$ cat src/rtl/pipe_stage_reg_pkg.sv
// Shared definitions for the pipeline stage register: slot record, bubble
// constant, default reset PC and the saturating counter helper.
package pipe_stage_reg_pkg;

   // Widest result data a slot can carry; DW of the stage must not exceed it.
   localparam int MAX_DW = 64;

   localparam logic [31:0] DEFAULT_RESET_PC = 32'h0000_3000;

   typedef struct packed {
      logic              valid;
      logic [4:0]        a3;
      logic [31:0]       pc;
      logic [MAX_DW-1:0] data;
      logic              reg_write;
   } slot_t;

   localparam slot_t BUBBLE = '{valid: 1'b0, a3: 5'd0, pc: 32'd0, data: '0, reg_write: 1'b0};

   // Counters up to 32 bits wide are widened to 32 bits for this helper.
   function automatic logic [31:0] sat_inc(input logic [31:0] value, input logic [31:0] max_value);
      return (value >= max_value) ? value : value + 32'd1;
   endfunction

endpackage

$ cat src/rtl/pipe_stage_reg_slot.sv
// One slot of the stage register: reset to a bubble at the reset PC, insert a
// bubble at a given PC, hold, or load the incoming record.
module pipe_slot
   import pipe_stage_reg_pkg::*;
(
   input  logic        clk,
   input  logic        reset,
   input  logic        hold,
   input  logic        bubble,
   input  logic [31:0] reset_pc,
   input  logic [31:0] bubble_pc,
   input  slot_t       d,
   output slot_t       q
);

   always_ff @(posedge clk) begin
      if (reset) begin
         q    <= BUBBLE;
         q.pc <= reset_pc;
      end else if (bubble) begin
         q    <= BUBBLE;
         q.pc <= bubble_pc;
      end else if (!hold) begin
         q <= d;
      end
   end

endmodule

$ cat src/rtl/pipe_stage_reg.sv
// Chain of DEPTH stage-register slots with stall/flush control and saturating
// bubble and stall performance counters.
module pipe_stage_reg
   import pipe_stage_reg_pkg::*;
#(
   parameter int          DW       = 32,
   parameter int          DEPTH    = 1,
   parameter logic [31:0] RESET_PC = DEFAULT_RESET_PC,
   parameter int          CW       = 16
) (
   input  logic          clk,
   input  logic          reset,
   input  logic          stall,
   input  logic          flush,
   input  logic          in_valid,
   input  logic [4:0]    in_a3,
   input  logic [31:0]   in_pc,
   input  logic [DW-1:0] in_data,
   input  logic          in_reg_write,
   output logic          out_valid,
   output logic [4:0]    out_a3,
   output logic [31:0]   out_pc,
   output logic [DW-1:0] out_data,
   output logic          out_reg_write,
   output logic [CW-1:0] bubble_cnt,
   output logic [CW-1:0] stall_cnt
);

   localparam logic [CW-1:0] CNT_MAX = '1;

   slot_t in_slot;
   slot_t slot_q [DEPTH];

   // An invalid entry never names a destination, and register 0 is never written.
   always_comb begin
      in_slot           = BUBBLE;
      in_slot.valid     = in_valid;
      in_slot.a3        = in_valid ? in_a3 : 5'd0;
      in_slot.pc        = in_pc;
      in_slot.data      = MAX_DW'(in_data);
      in_slot.reg_write = in_valid & in_reg_write & (in_a3 != 5'd0);
   end

   // A flush overrides stall: slot 0 takes the bubble while later slots advance.
   for (genvar k = 0; k < DEPTH; k++) begin : g_slot
      if (k == 0) begin : g_first
         pipe_slot u_slot (
            .clk       (clk),
            .reset     (reset),
            .hold      (stall),
            .bubble    (flush),
            .reset_pc  (RESET_PC),
            .bubble_pc (in_pc),
            .d         (in_slot),
            .q         (slot_q[k])
         );
      end else begin : g_rest
         pipe_slot u_slot (
            .clk       (clk),
            .reset     (reset),
            .hold      (stall & ~flush),
            .bubble    (1'b0),
            .reset_pc  (RESET_PC),
            .bubble_pc (in_pc),
            .d         (slot_q[k-1]),
            .q         (slot_q[k])
         );
      end
   end

   always_ff @(posedge clk) begin
      if (reset) begin
         bubble_cnt <= '0;
         stall_cnt  <= '0;
      end else begin
         if (flush || (!stall && !in_valid))
            bubble_cnt <= CW'(sat_inc(32'(bubble_cnt), 32'(CNT_MAX)));
         if (stall && !flush)
            stall_cnt <= CW'(sat_inc(32'(stall_cnt), 32'(CNT_MAX)));
      end
   end

   assign out_valid     = slot_q[DEPTH-1].valid;
   assign out_a3        = slot_q[DEPTH-1].a3;
   assign out_pc        = slot_q[DEPTH-1].pc;
   assign out_data      = slot_q[DEPTH-1].data[DW-1:0];
   assign out_reg_write = slot_q[DEPTH-1].reg_write;

endmodule

$ cat config.mk
export PLATFORM = sky130hd
export DESIGN_NAME = pipe_stage_reg
export DESIGN_NICKNAME = d
export VERILOG_FILES = /design/src/rtl/pipe_stage_reg_pkg.sv /design/src/rtl/pipe_stage_reg_slot.sv /design/src/rtl/pipe_stage_reg.sv
export SDC_FILE = /design/constraint.sdc
export NUM_CORES = 1
export LEC_CHECK = 0
export CAP_MARGIN = 20
export CORE_UTILIZATION = 42
export DETAILED_ROUTE_END_ITERATION = 16
export PLACE_DENSITY_LB_ADDON = 0.1
export SYNTH_ARGS = -nofsm -noshare
export SYNTH_HDL_FRONTEND = slang
export SYNTH_SLANG_ARGS = --single-unit
$ cat constraint.sdc
create_clock -name clk -period 2.9 [get_ports clk]
set_clock_uncertainty 0.2 [all_clocks]
set_input_delay 0.58 -clock clk [delete_from_list [all_inputs] [get_ports clk]]
set_output_delay 0.58 -clock clk [all_outputs]
set_load 0.02 [all_outputs]
== Yosys cells after proc, flatten, opt, wreduce, memory -nomap -nowiden ==
Cells that the tools add are included.
Operators by class
  add/sub/neg operators: 2
  magnitude comparators: 2
  equality and inequality tests: 1
  mux-type cells: 3
  bitwise logic cells: 4
  reductions and logical operators: 10
Operator list (number)
  $mux W97: 2
  $add A16 B1 Y16 const B: 2
  $ge A16 B16 Y1 const B: 2
  $mux W5: 1
  $reduce_bool A5 Y1: 1
  $reduce_and A2 Y1: 2
  $logic_not A1 Y1: 3
  $and A1 B1 Y1: 2
  $logic_and A1 B1 Y1: 2
  $ne A2 B1 Y1 const B: 1
  $not A1 Y1: 2
  $reduce_or A2 Y1: 1
  $logic_or A1 B1 Y1: 1
Storage, ports and cells
  register bits: 103
  input port bits: 75
  output and inout bits: 103
  logic and storage cells: 29

== Longest topological paths before layout ==
  depth in word-level cells: 4
  mapped depth: 6
  mapped depth without buffers: 5

== Cells and area by module ==
Synthesis repeated with hierarchy kept, for this count alone.
Second synthesis, totals
  cells, all modules: 618
  area total of the unflattened synthesis: 6093.3 um^2
Modules (own cells, without submodules)
  pipe_slot: instances 1, cells each 409, area an instance 4384.2 um^2, seq. area each 2382.3 um^2
  pipe_stage_reg: instances 1, cells each 209, area an instance 1709.1 um^2, seq. area each 640.6 um^2

== Worst setup path before layout ==
OpenSTA, ideal clock, no wires.
  path type: input -> register
  from: input port stall
  to: register stall_cnt[15]
  setup time: 0.070 ns
  data arrival time: 1.991 ns
  required time: 2.630 ns
  setup slack: 0.639 ns
  stages on the path: 5
  path buffers: 1
  cell sequence: buf_4 > nand4b_2 > or4_4 > or4_1 > a21oi_1
On the way
  cells in the longest elaborated chain, start to end: 2
RTL lines
  start, declared: line pipe_stage_reg.sv:13  | input logic stall,
  $logic_and A1 B1 Y1: line pipe_stage_reg.sv:78  | if (stall && !flush)
  $reduce_and A2 Y1 (no line)
  end signal, assigned: line pipe_stage_reg.sv:79  | stall_cnt <= CW'(sat_inc(32'(stall_cnt), 32'(CNT_MAX)));
  end, declared: line pipe_stage_reg.sv:26  | output logic [CW-1:0] stall_cnt
Every way passes these cells.
A chain may end at the register's enable or synchronous reset.

== Worst setup path after layout ==
  from: input port flush
  to: register bubble_cnt[11]
On the way
  cells in the longest elaborated chain, start to end: 2
RTL lines
  start, declared: line pipe_stage_reg.sv:14  | input logic flush,
  $logic_or A1 B1 Y1: line pipe_stage_reg.sv:76  | if (flush || (!stall && !in_valid))
  $reduce_and A2 Y1 (no line)
  end signal, assigned: line pipe_stage_reg.sv:77  | bubble_cnt <= CW'(sat_inc(32'(bubble_cnt), 32'(CNT_MAX)));
  end, declared: line pipe_stage_reg.sv:25  | output logic [CW-1:0] bubble_cnt,
Every way passes these cells.

==> flow_metrics.tcl <==
set metrics [dict create \
    status "finished, final reports clean" \
    die_h_um 102 \
    arrival_ns 2.50 \
    wl_per_cell_um 14.1 \
    final_cell_area_mm2 0.00626 \
    async_flop_share_pct 0 \
    synth_top_area_share_pct 49.6 \
    clk_latency_ns 0.36 \
    leakage_nw 2.31 \
    post-dp-hpwl_mm 7.80 \
    path_class "in2reg" \
    grt_pass1_wl_mm 17.5 \
    peakVddDrop_mv 0.316 \
    yosys.area.top_type "dfxtp_1" \
    htreeDepth 3 \
    die_w_um 102 \
    initial_core_util_pct 44.2 \
    port_buffers 177 \
    final_nets 716 \
    die-area_mm2 0.0103 \
    drt_iter0_drc 105 \
    core-area_mm2 0.00942 \
    finalHoldViolations 0 \
    grt_usage_pct 21.4 \
    startpoint_type "input pin" \
    cts.sinks 103 \
    fin_crit_sh_pct 83.7 \
    synth_seq_cells 103 \
    cts-resized-gates 0 \
    yosys_warnings 0 \
    hold_path.class "reg2reg" \
    hold_buffers 0 \
    routed_wl_mm 10.9 \
    cts_buffers 9 \
    powerDensity_mw_per_mm2 457 \
    drc 0 \
    utilization_pct 66.5 \
    cap_violations 0 \
    hold_depth 2 \
    place_inst 757 \
    cp-end-kind "register" \
    syn_inst 470 \
    hold_ws_ns 0.256 \
    regToRegStartpoint "bubble_cnt[5]$_SDFFE_PP0P_" \
    max_freq_ghz 0.412 \
    grt_max_degree 75 \
    clkTransAtPathRegs_ns 0.10 \
    synth.distinct_cells 40 \
    ant_nets 0 \
    r2r_setup_slack_ns 0.66 \
    antenna_found_initial 1 \
    slew_violations 0 \
    synth_nets 547 \
    yosys_most_used_dff "dfxtp_1" \
    max_slew_margin_pct 51.1 \
    rows 35 \
    tns_ns 0 \
    grt_pass1_vias 3727 \
    final_cell_mix "175 x clkdlybuf4s50_1, 103 x dfxtp_1, 73 x nand2_1" \
    critPathRequiredTime_ns 2.97 \
    rsz0062_at_grt "false" \
    ios 178 \
    via_count 3935 \
    worstHoldStart "g_slot[0].g_first.u_slot.q[94]$_SDFFE_PP0P_" \
    ys_seq_area_share_pct 49.6 \
    viasPerCell 5.08 \
    gp_congestion 0.750 \
    synth_edf_count 0 \
    path_max_fanout 9 \
    drtPass1Iterations 4 \
    grt-ovfl-total 0 \
    worst_pin_slew_ns 0.734 \
    clock-root-buffer "clkbuf_8" \
    min_to "g_slot[0].g_first.u_slot.q[94]$_SDFFE_PP0P_" \
    drive_gt1_share_pct 7.14 \
    period_minus_slack_ns 2.43 \
    cts_tree "done" \
    final_cells 774 \
    reg2reg_depth 4 \
    syn-cell-area_mm2 0.00416 \
    final_common_cell "clkdlybuf4s50_1" \
    cts_buffer_depth 2 \
    post-cts-setup-buffers 0 \
    syn_to_final_growth_pct 50.5 \
    ys_top_cells_by_area "dfxtp_1 50%, mux2i_1 8.2%, nand2_1 6.6%" \
    finalSetupViolCount 0 \
    dpl-instance-area_mm2 0.00604 \
    reg2reg_to "bubble_cnt[13]$_SDFFE_PP0P_" \
    syn_area_per_cell_um2 8.85 \
]
[critical path, cell delays in order]
cell             delay (ns)
clkdlybuf4s50_1        0.55
o21bai_2               0.23
nand4_1                0.35
or4_1                  0.50
a221oi_1               0.28
[per-stage QoR]
step / setup slack (ns) / total power [mW]
6_report: 0.473 / 2.86
3_3_place_gp: 0.157 / 1.93
4_1_cts: 0.486 / 2.89
2_1_floorplan: 0.639 / 1.71
3_5_place_dp: 0.117 / 1.94
5_1_grt: 0.359 / 2.98
[state kept, by name (all words and copies together) (netlist names)]
name	count
g_slot.g_first.u_slot.q	71
bubble_cnt	16
stall_cnt	16
[cell usage after synthesis (6+ instances only)]
library cell  count
nand2_1          73
mux2i_1          34
nor2_1           52
or4_1            10
or3_1            13
clkbuf_1         21
nor3_1            6
a21oi_1          54
nor2b_1           9
o31ai_1           9
nand4_1           9
mux2_2            8
o21ai_0           8
nand3_1           7
dfxtp_1         103
[report_power, final]
part,switching (mW),leakage [nW],total (mW),internal [mW]
clock,0.520,0.109,0.957,0.437
sequential,0.0289,0.841,1.49,1.46
combinational,0.189,1.36,0.413,0.224
[kinds of logic (layout without fill, tap and decap cells)]
logic type	count (synthesis)	in the layout	synth area share (%)
simple gates	206	206	24.7
flops	103	103	49.6
compound gates	84	84	11.6
mux	42	42	10.3
buf+inv	33	207	3.10
fa+ha+maj	2	2	0.602
other cells	0	1	0
[area by class of cell]
class	count	area, um^2
flip-flops and latches	103	2060
inverters	5	18.8
multi-input cells	334	1970
diodes	1	2.50
well taps	129	161
repair buffers	186	1830
fillers	803	3160
clock buffers	10	138
clock inverters	6	76.3
[worst max path at each step]
stage | from | slack, ns | cells after the start | endpoint
after floorplan | stall | 0.64 | 5 | stall_cnt[15]$_SDFFE_PP0P_
after global routing | flush | 0.36 | 5 | bubble_cnt[11]$_SDFFE_PP0P_
after CTS | flush | 0.49 | 5 | bubble_cnt[11]$_SDFFE_PP0P_
after global placement | flush | 0.16 | 5 | stall_cnt[15]$_SDFFE_PP0P_
after detailed placement | flush | 0.12 | 5 | bubble_cnt[11]$_SDFFE_PP0P_
final | flush | 0.47 | 5 | bubble_cnt[11]$_SDFFE_PP0P_
[metal layers]
layer | routed length (um) | GRT usage (%) | up-vias
li1 | - | - | 1980
met3 | 1050 | 8.14 | 16
met5 | 0 | 0 | -
met4 | 204 | 7.69 | 0
met2 | 5180 | 35.6 | 141
met1 | 4510 | 25.1 | 1798
Power figures use the tool's default switching activity.
